[src/rtl/lcd_cmd_sequencer_if.sv]
`default_nettype none
// ============================================================================
// Module  : lcd_cmd_sequencer_if
// Brief   : host byte port plus Lcd_Controller strobe/handshake and LCD bus
// Revision: 1.0
// ============================================================================
interface lcd_cmd_sequencer_if;
  logic       host_valid;
  logic       host_rs;
  logic [7:0] host_data;
  logic       host_ready;
  logic       init_done;
  logic       err;
  logic       nCS;
  logic       nWR;
  logic       nRD;
  logic       RS;
  logic       RDY;
  logic [7:0] db_out;
  logic       db_oe;
  logic [7:0] db_in;

  // master: the sequencer; slave: host and controller side
  modport master (
    input  host_valid, host_rs, host_data, RDY, db_in,
    output host_ready, init_done, err, nCS, nWR, nRD, RS, db_out, db_oe
  );

  modport slave (
    output host_valid, host_rs, host_data, RDY, db_in,
    input  host_ready, init_done, err, nCS, nWR, nRD, RS, db_out, db_oe
  );
endinterface
`default_nettype wire

[src/rtl/lcd_cmd_sequencer.sv]
`default_nettype none
// ============================================================================
// Module  : lcd_cmd_sequencer
// Brief   : HD44780 power-on init, then busy-polled host byte writes
// Revision: 1.0
// ============================================================================
module lcd_cmd_sequencer #(
  parameter int PWRUP_CYC   = 750000,
  parameter int LONG_CYC    = 205000,
  parameter int SHORT_CYC   = 5000,
  parameter int POLL_GAP    = 16,
  parameter int ACK_TIMEOUT = 255,
  parameter int BF_MAX      = 1023
) (
  input  wire                 clk,
  input  wire                 rst,
  lcd_cmd_sequencer_if.master bus
);

  localparam int c_MAX_A = (PWRUP_CYC > LONG_CYC) ? PWRUP_CYC : LONG_CYC;
  localparam int c_MAX_B = (SHORT_CYC > POLL_GAP) ? SHORT_CYC : POLL_GAP;
  localparam int c_MAX_C = (c_MAX_A > c_MAX_B) ? c_MAX_A : c_MAX_B;
  localparam int c_MAXD  = (c_MAX_C > ACK_TIMEOUT) ? c_MAX_C : ACK_TIMEOUT;
  localparam int c_CW    = $clog2(c_MAXD + 1);
  localparam int c_PW    = $clog2(BF_MAX + 1);
  localparam logic [2:0] c_LAST_FIXED = 3'd2;
  localparam logic [2:0] c_LAST_INIT  = 3'd6;

  typedef enum logic [2:0] {
    PWR   = 3'd0,
    ISSUE = 3'd1,
    ACK   = 3'd2,
    DONE  = 3'd3,
    DELAY = 3'd4,
    POLL  = 3'd5,
    IDLE  = 3'd6
  } state_t;

  function automatic logic [7:0] initRom(input logic [2:0] idx);
    case (idx)
      3'd4:    initRom = 8'h0C;
      3'd5:    initRom = 8'h01;
      3'd6:    initRom = 8'h06;
      default: initRom = 8'h38;
    endcase
  endfunction

  state_t            r_state, w_stateNext;
  logic [c_CW-1:0]   r_cnt, w_cntNext;
  logic [2:0]        r_idx, w_idxNext;
  logic [c_PW-1:0]   r_pollCnt, w_pollCntNext;
  logic              r_isRead, w_isReadNext;
  logic              r_pollWait, w_pollWaitNext;
  logic              r_wrPending, w_wrPendingNext;
  logic              r_fromHost, w_fromHostNext;
  logic              r_hostRs, w_hostRsNext;
  logic [7:0]        r_hostData, w_hostDataNext;
  logic              r_nCS, w_nCSNext;
  logic              r_nWR, w_nWRNext;
  logic              r_nRD, w_nRDNext;
  logic              r_rs, w_rsNext;
  logic [7:0]        r_dbOut, w_dbOutNext;
  logic              r_dbOe, w_dbOeNext;
  logic              r_hostReady, w_hostReadyNext;
  logic              r_initDone, w_initDoneNext;
  logic              r_err, w_errNext;
  logic              w_startWrite, w_startRead, w_enterPoll;
  logic              w_complete, w_timeout, w_dlyEnd;
  logic              w_unusedDb;

  // Only the busy flag of the status byte matters here
  assign w_unusedDb = ^bus.db_in[6:0];

  assign w_dlyEnd = (r_idx == 3'd0) ? (r_cnt == c_CW'(LONG_CYC - 1))
                                    : (r_cnt == c_CW'(SHORT_CYC - 1));

  always_ff @(posedge clk or negedge rst) begin
    if (!rst) begin
      r_state     <= PWR;
      r_cnt       <= '0;
      r_idx       <= '0;
      r_pollCnt   <= '0;
      r_isRead    <= 1'b0;
      r_pollWait  <= 1'b0;
      r_wrPending <= 1'b0;
      r_fromHost  <= 1'b0;
      r_hostRs    <= 1'b0;
      r_hostData  <= 8'h00;
      r_nCS       <= 1'b1;
      r_nWR       <= 1'b1;
      r_nRD       <= 1'b1;
      r_rs        <= 1'b0;
      r_dbOut     <= 8'h00;
      r_dbOe      <= 1'b0;
      r_hostReady <= 1'b0;
      r_initDone  <= 1'b0;
      r_err       <= 1'b0;
    end else begin
      r_state     <= w_stateNext;
      r_cnt       <= w_cntNext;
      r_idx       <= w_idxNext;
      r_pollCnt   <= w_pollCntNext;
      r_isRead    <= w_isReadNext;
      r_pollWait  <= w_pollWaitNext;
      r_wrPending <= w_wrPendingNext;
      r_fromHost  <= w_fromHostNext;
      r_hostRs    <= w_hostRsNext;
      r_hostData  <= w_hostDataNext;
      r_nCS       <= w_nCSNext;
      r_nWR       <= w_nWRNext;
      r_nRD       <= w_nRDNext;
      r_rs        <= w_rsNext;
      r_dbOut     <= w_dbOutNext;
      r_dbOe      <= w_dbOeNext;
      r_hostReady <= w_hostReadyNext;
      r_initDone  <= w_initDoneNext;
      r_err       <= w_errNext;
    end
  end

  always_comb begin
    w_stateNext     = r_state;
    w_cntNext       = r_cnt;
    w_idxNext       = r_idx;
    w_pollCntNext   = r_pollCnt;
    w_isReadNext    = r_isRead;
    w_pollWaitNext  = r_pollWait;
    w_wrPendingNext = r_wrPending;
    w_fromHostNext  = r_fromHost;
    w_hostRsNext    = r_hostRs;
    w_hostDataNext  = r_hostData;
    w_nCSNext       = r_nCS;
    w_nWRNext       = r_nWR;
    w_nRDNext       = r_nRD;
    w_rsNext        = r_rs;
    w_dbOutNext     = r_dbOut;
    w_dbOeNext      = r_dbOe;
    w_hostReadyNext = 1'b0;
    w_initDoneNext  = r_initDone;
    w_errNext       = r_err;
    w_startWrite    = 1'b0;
    w_startRead     = 1'b0;
    w_enterPoll     = 1'b0;
    w_complete      = 1'b0;
    w_timeout       = 1'b0;

    case (r_state)
      PWR: begin
        w_cntNext = r_cnt + c_CW'(1);
        if (r_cnt == c_CW'(PWRUP_CYC - 1)) begin
          w_idxNext    = 3'd0;
          w_startWrite = 1'b1;
        end
      end
      ISSUE: begin
        w_cntNext   = r_cnt + c_CW'(1);
        w_stateNext = ACK;
      end
      ACK: begin
        w_cntNext = r_cnt + c_CW'(1);
        if (!bus.RDY) begin
          w_nCSNext   = 1'b1;
          w_nWRNext   = 1'b1;
          w_nRDNext   = 1'b1;
          w_stateNext = DONE;
        end else if (r_cnt == c_CW'(ACK_TIMEOUT - 1)) begin
          w_nCSNext  = 1'b1;
          w_nWRNext  = 1'b1;
          w_nRDNext  = 1'b1;
          w_errNext  = 1'b1;
          w_complete = 1'b1;
          w_timeout  = 1'b1;
        end
      end
      DONE: begin
        if (bus.RDY) w_complete = 1'b1;
      end
      DELAY: begin
        w_cntNext = r_cnt + c_CW'(1);
        if (w_dlyEnd) begin
          w_idxNext = r_idx + 3'd1;
          if (w_idxNext <= c_LAST_FIXED) w_startWrite = 1'b1;
          else                           w_enterPoll  = 1'b1;
        end
      end
      POLL: begin
        if (r_pollWait) begin
          w_cntNext = r_cnt + c_CW'(1);
          if (r_cnt == c_CW'(POLL_GAP - 1)) w_pollWaitNext = 1'b0;
        end else if (r_wrPending) begin
          w_startWrite = 1'b1;
        end else begin
          w_startRead = 1'b1;
        end
      end
      IDLE: begin
        w_hostReadyNext = 1'b1;
        if (r_hostReady && bus.host_valid) begin
          w_hostReadyNext = 1'b0;
          w_hostRsNext    = bus.host_rs;
          w_hostDataNext  = bus.host_data;
          w_fromHostNext  = 1'b1;
          w_enterPoll     = 1'b1;
        end
      end
      default: w_stateNext = PWR;
    endcase

    if (w_complete) begin
      if (r_isRead) begin
        w_pollCntNext = r_pollCnt + c_PW'(1);
        if (w_timeout) begin
          // Strobes drop this edge; the write waits one all-high cycle in POLL
          w_stateNext     = POLL;
          w_pollWaitNext  = 1'b0;
          w_wrPendingNext = 1'b1;
        end else if (!bus.db_in[7]) begin
          w_startWrite = 1'b1;
        end else if (w_pollCntNext == c_PW'(BF_MAX)) begin
          w_errNext    = 1'b1;
          w_startWrite = 1'b1;
        end else begin
          w_stateNext    = POLL;
          w_pollWaitNext = 1'b1;
        end
      end else if (!r_fromHost && r_idx <= c_LAST_FIXED) begin
        w_stateNext = DELAY;
      end else if (!r_fromHost && r_idx < c_LAST_INIT) begin
        w_idxNext   = r_idx + 3'd1;
        w_enterPoll = 1'b1;
      end else begin
        w_initDoneNext = 1'b1;
        w_dbOeNext     = 1'b0;
        w_stateNext    = IDLE;
      end
    end

    if (w_enterPoll) begin
      w_stateNext     = POLL;
      w_pollWaitNext  = 1'b0;
      w_wrPendingNext = 1'b0;
      w_pollCntNext   = '0;
    end

    if (w_startWrite) begin
      w_stateNext     = ISSUE;
      w_isReadNext    = 1'b0;
      w_wrPendingNext = 1'b0;
      w_pollWaitNext  = 1'b0;
      w_nCSNext       = 1'b0;
      w_nWRNext       = 1'b0;
      w_rsNext        = r_fromHost ? r_hostRs : 1'b0;
      w_dbOutNext     = r_fromHost ? r_hostData : initRom(w_idxNext);
      w_dbOeNext      = 1'b1;
    end

    if (w_startRead) begin
      w_stateNext  = ISSUE;
      w_isReadNext = 1'b1;
      w_nCSNext    = 1'b0;
      w_nRDNext    = 1'b0;
      w_rsNext     = 1'b0;
      w_dbOeNext   = 1'b0;
    end

    // The ISSUE cycle counts toward the ack window, so ISSUE->ACK keeps the count
    if (w_stateNext != r_state && r_state != ISSUE) w_cntNext = '0;
  end

  assign bus.nCS        = r_nCS;
  assign bus.nWR        = r_nWR;
  assign bus.nRD        = r_nRD;
  assign bus.RS         = r_rs;
  assign bus.db_out     = r_dbOut;
  assign bus.db_oe      = r_dbOe;
  assign bus.host_ready = r_hostReady;
  assign bus.init_done  = r_initDone;
  assign bus.err        = r_err;

endmodule
`default_nettype wire

[src/flat_wrapper.sv]
// flat-port wrapper written by rule: the top's interface ports become plain ports
module lcd_cmd_sequencer_flat 
#(
  parameter int PWRUP_CYC   = 750000,
  parameter int LONG_CYC    = 205000,
  parameter int SHORT_CYC   = 5000,
  parameter int POLL_GAP    = 16,
  parameter int ACK_TIMEOUT = 255,
  parameter int BF_MAX      = 1023
)
  (clk, rst, bus_host_valid, bus_host_rs, bus_host_data, bus_RDY, bus_db_in, bus_host_ready, bus_init_done, bus_err, bus_nCS, bus_nWR, bus_nRD, bus_RS, bus_db_out, bus_db_oe);
  lcd_cmd_sequencer_if bus_i ();
  input  wire clk;
  input  wire rst;
  input wire logic [$bits(bus_i.host_valid)-1:0] bus_host_valid;
  input wire logic [$bits(bus_i.host_rs)-1:0] bus_host_rs;
  input wire logic [$bits(bus_i.host_data)-1:0] bus_host_data;
  input wire logic [$bits(bus_i.RDY)-1:0] bus_RDY;
  input wire logic [$bits(bus_i.db_in)-1:0] bus_db_in;
  output wire logic [$bits(bus_i.host_ready)-1:0] bus_host_ready;
  output wire logic [$bits(bus_i.init_done)-1:0] bus_init_done;
  output wire logic [$bits(bus_i.err)-1:0] bus_err;
  output wire logic [$bits(bus_i.nCS)-1:0] bus_nCS;
  output wire logic [$bits(bus_i.nWR)-1:0] bus_nWR;
  output wire logic [$bits(bus_i.nRD)-1:0] bus_nRD;
  output wire logic [$bits(bus_i.RS)-1:0] bus_RS;
  output wire logic [$bits(bus_i.db_out)-1:0] bus_db_out;
  output wire logic [$bits(bus_i.db_oe)-1:0] bus_db_oe;
  assign bus_i.host_valid = bus_host_valid;
  assign bus_i.host_rs = bus_host_rs;
  assign bus_i.host_data = bus_host_data;
  assign bus_i.RDY = bus_RDY;
  assign bus_i.db_in = bus_db_in;
  assign bus_host_ready = bus_i.host_ready;
  assign bus_init_done = bus_i.init_done;
  assign bus_err = bus_i.err;
  assign bus_nCS = bus_i.nCS;
  assign bus_nWR = bus_i.nWR;
  assign bus_nRD = bus_i.nRD;
  assign bus_RS = bus_i.RS;
  assign bus_db_out = bus_i.db_out;
  assign bus_db_oe = bus_i.db_oe;
  lcd_cmd_sequencer #(.PWRUP_CYC(PWRUP_CYC), .LONG_CYC(LONG_CYC), .SHORT_CYC(SHORT_CYC), .POLL_GAP(POLL_GAP), .ACK_TIMEOUT(ACK_TIMEOUT), .BF_MAX(BF_MAX)) u_core (.clk(clk), .rst(rst), .bus(bus_i));
endmodule
[config.mk]
export PLATFORM = sky130hd
export DESIGN_NAME = lcd_cmd_sequencer_flat
export DESIGN_NICKNAME = d
export VERILOG_FILES = /design/src/rtl/lcd_cmd_sequencer_if.sv /design/src/rtl/lcd_cmd_sequencer.sv /design/src/flat_wrapper.sv
export SDC_FILE = /design/constraint.sdc
export NUM_CORES = 1
export LEC_CHECK = 0
export ABC_AREA = 1
export CAP_MARGIN = 40
export CORE_ASPECT_RATIO = 1.5
export CORE_MARGIN = 10
export CORE_UTILIZATION = 60
export DETAILED_ROUTE_END_ITERATION = 6
export PLACE_DENSITY = 0.83
export SYNTH_ARGS = -nofsm -noshare
export SYNTH_HDL_FRONTEND = slang
export SYNTH_SLANG_ARGS = --single-unit
[constraint.sdc]
create_clock -name clk -period 3.9 [get_ports clk]
set_input_delay 0.78 -clock clk [delete_from_list [all_inputs] [get_ports clk]]
set_output_delay 0.78 -clock clk [all_outputs]
set_load 0.02 [all_outputs]
==> run metrics <==
Multi-input gate area 1980 um2; Synth-to-Final Area Change 15.2%; drt drc 0; max-slew violations 0; fraction of registers with async set/reset 1.00; CP Class reg -> reg; CP Depth 18; PwrDens approximately 540 nW/um2; quantity of I/O buffers inserted on ports 29; Row Count 36; Worst EP required 4.13 ns; Iter 0 DRT Violations roughly 200; crit end category flop; CTS sink cnt 65; Worst Path Buf+Inv 2; via density per instance 5.43; Netlist Area Pre-Place 3910 um2; worst vdd rail ir drop 422 uV; crit-path leading delay family simple AND/OR/NAND/NOR gates; first-pass GRT wire length 15300 um; DR pass1 iterations 5; vias post-DR 3255; worst flop-to-flop path startpoint u_core.r_pollCnt[1]$_DFFE_PN0P_; register bit total from synthesis 65; crit path DAT 2.84 ns; core area ~6400 um2; met2 Use GR 0.308; CTS hold repair buffers 0; R2R Path End u_core.r_cnt[3]$_DFFE_PN0P_; sequential element share of the synthesized area 0.417; met3 Resource Use GR 0.0355; gpl congestion 0.959; CP Launch Point u_core.r_pollCnt[1]$_DFFE_PN0P_; Worst R2R Path Depth 18; CP max FO 18; Die Y 119 um; Starting Density 0.608; Fillers 511; setup ws final 1.29 ns; Bufs on Longest Clock Path 2; clk_lat worst skew 0.35 ns; Post-CTS Setup Bufs 0; Place WS roughly 0.96 ns; Tmin final around 2.6 ns; Main synth FF type dfrtp_1; # nets final 548; Total GRT Usage 0.180; Setup-failing EPs final 0; largest net degree at the start of global routing 39; PostCTS Resize Cnt 0; leak pwr about 2.1 nW; Area after DPL 4280 um2; number of enable flip-flop cells after synthesis 0; Post-Synthesis Cells between 400 and 500; H-tree Lvls 3; final period utilization 0.669; Post-DRT Antenna Nets 0; setup_tns 0 ns; Synth Area per Inst 8.10 um2; Die Area 10200 um2; Worst Max-Slew Pin Slew 0.700 ns; FF/Latch Area ~1600 um2; status completed; Num CTS Buffers 9; commonest non-fill, non-tap cell in the layout nand2_1; skew final 0.0112 ns; GRT overflow 0; # IOs 37; gr busiest metal met2; final wirelength 8500 um; fin area 4510 um2; Ant. Diodes 0; synth unique cells 47; share of layout cells above drive strength 1 0.177; synth warn 0; number of global-route vias before repair roughly 3400; Register-to-Register Setup Slack 1.29 ns; Crit path top cell by count nand2_4; worst hold path class in -> async; clock root buffer clkbuf_8; critical-path cell list ha_1 -> nand3_2 -> nor2_2 -> nand2_1 -> nand3_1 -> nor2_2 -> nand2_2 -> nand2_4 -> nand2_4 -> nand2_4 -> inv_4 -> nand3_2 -> nand2_1 -> nand2_1 -> nand3_2 -> nand2_4 -> inv_6 -> nor2_1; GRT met1 Usage 0.196; post-DP HPWL about 6400 um; Slew HR 0.531; initial antenna violation count 0; crit path to u_core.r_cnt[3]$_DFFE_PN0P_; final hold vios 0; Setup crit start kind flop; max_cap viols 0; unrepaired setup endpoints after global routing false; slowest stage cell, crit path dfrtp_1; max frequency 383 MHz; Die W 85.9 um; clk slew on worst S/H paths 0.07 ns; largest incremental delay on the critical path 0.45 ns; TritonCTS clock tree done; most frequent cells in the layout 116 x nand2_1, 62 x dfrtp_1, 49 x inv_1; syn_nets 511; Routed WL per cell 14.2 um
==> where the power goes <==
group | switching [mW] | internal [mW]
sequential | 0.102 | 0.805
combinational | 0.572 | 0.287
clock | 0.253 | 0.409
total | 0.927 | 1.50
==> routing by layer <==
layer | up-vias | share of wire
met3 | 27 | 0.039
met2 | 70 | 0.52
met5 | - | 0
met1 | 1527 | 0.40
li1 | 1631 | -
met4 | 0 | 0.036
==> through the flow <==
stage | instances | util | hold WS [ns] | power, mW
after global placement | 584 | 0.661 | 0.446 | 1.74
after global routing | 600 | 0.700 | 0.207 | 2.58
after floorplan | 483 | - | 0.444 | 1.58
after detailed placement | 585 | 0.664 | 0.465 | 1.78
after CTS | 600 | 0.700 | 0.206 | 2.45
final | 600 | 0.700 | 0.212 | 2.43
==> worst min-delay path by stage <==
stage / endpoint / slack [ns] / depth (start not counted)
6_report: u_core.r_pollCnt[6]$_DFFE_PN0P_ / 0.21 / 1
3_3_place_gp: u_core.bus.init_done$_DFFE_PN0P_ / 0.45 / 2
5_1_grt: u_core.r_pollCnt[6]$_DFFE_PN0P_ / 0.21 / 1
4_1_cts: u_core.r_pollCnt[6]$_DFFE_PN0P_ / 0.21 / 1
3_5_place_dp: u_core.bus.init_done$_DFFE_PN0P_ / 0.47 / 2
2_1_floorplan: u_core.r_hostData[0]$_DFFE_PN0P_ / 0.44 / 2
==> cells by family (layout without fill, tap and decap cells) <==
| logic type | Yosys count | in the layout | synth area share |
|---|---|---|---|
| flops | 65 | 65 | 0.417 |
| xor+xnor | 18 | 18 | 0.0403 |
| fa+ha+maj | 7 | 7 | 0.0224 |
| simple gates | 272 | 272 | 0.366 |
| buf+inv | 71 | 112 | 0.0780 |
| compound gates | 50 | 50 | 0.0767 |
==> registers in the layout, indices dropped and copies added (netlist names) <==
signal                 flops
u_core.r_isRead            1
u_core.r_fromHost          1
u_core.r_hostRs            1
u_core.r_pollWait          1
u_core.r_idx               3
u_core.bus.nWR             1
u_core.r_state             3
u_core.bus.db_oe           1
u_core.bus.nRD             1
u_core.bus.err             1
u_core.bus.host_ready      1
u_core.r_hostData          8
u_core.r_cnt              20
u_core.r_pollCnt          10
u_core.bus.init_done       1
u_core.r_wrPending         1
u_core.bus.nCS             1
u_core.bus.db_out          8
u_core.bus.RS              1
==> synthesized netlist by cell type (5+ instances only) <==
library cell  count  area, um2
a21oi_1          10       50.1
dfrtp_1          62       1550
ha_1              7       87.6
inv_1            49        184
inv_2            11       41.3
nand2_1         116        435
nand2_2          10       62.6
nand2_4           6       67.6
nand3_1          32        160
nand3_2           8       80.1
nand4_1          15       93.8
nor2_1           47        176
nor2_2            9       56.3
nor2_4           15        169
o21ai_0          19       95.1
o22ai_1           5       31.3
xor2_1           16        140
==> final cells by class <==
cell class | count | share of cell area
multi-input combinational | 347 | 0.439
sequential | 65 | 0.362
timing repair buffer | 32 | 0.0711
inverter | 65 | 0.0564
clock buffer | 13 | 0.0375
tap | 76 | 0.0211
clock inverter | 2 | 0.0133
==> worst register-to-register path: stages (launching register included) <==
cell and delay, ns:
dfrtp_1 0.45, ha_1 0.26, nand3_2 0.10, nor2_2 0.17
nand2_1 0.09, nand3_1 0.14, nor2_2 0.05, nand2_2 0.10
nand2_4 0.06, nand2_4 0.08, nand2_4 0.12, inv_4 0.19
nand3_2 0.09, nand2_1 0.06, nand2_1 0.06, nand3_2 0.09
nand2_4 0.08, inv_6 0.22, nor2_1 0.08
No activity file was read; power rests on OpenSTA's default activity.
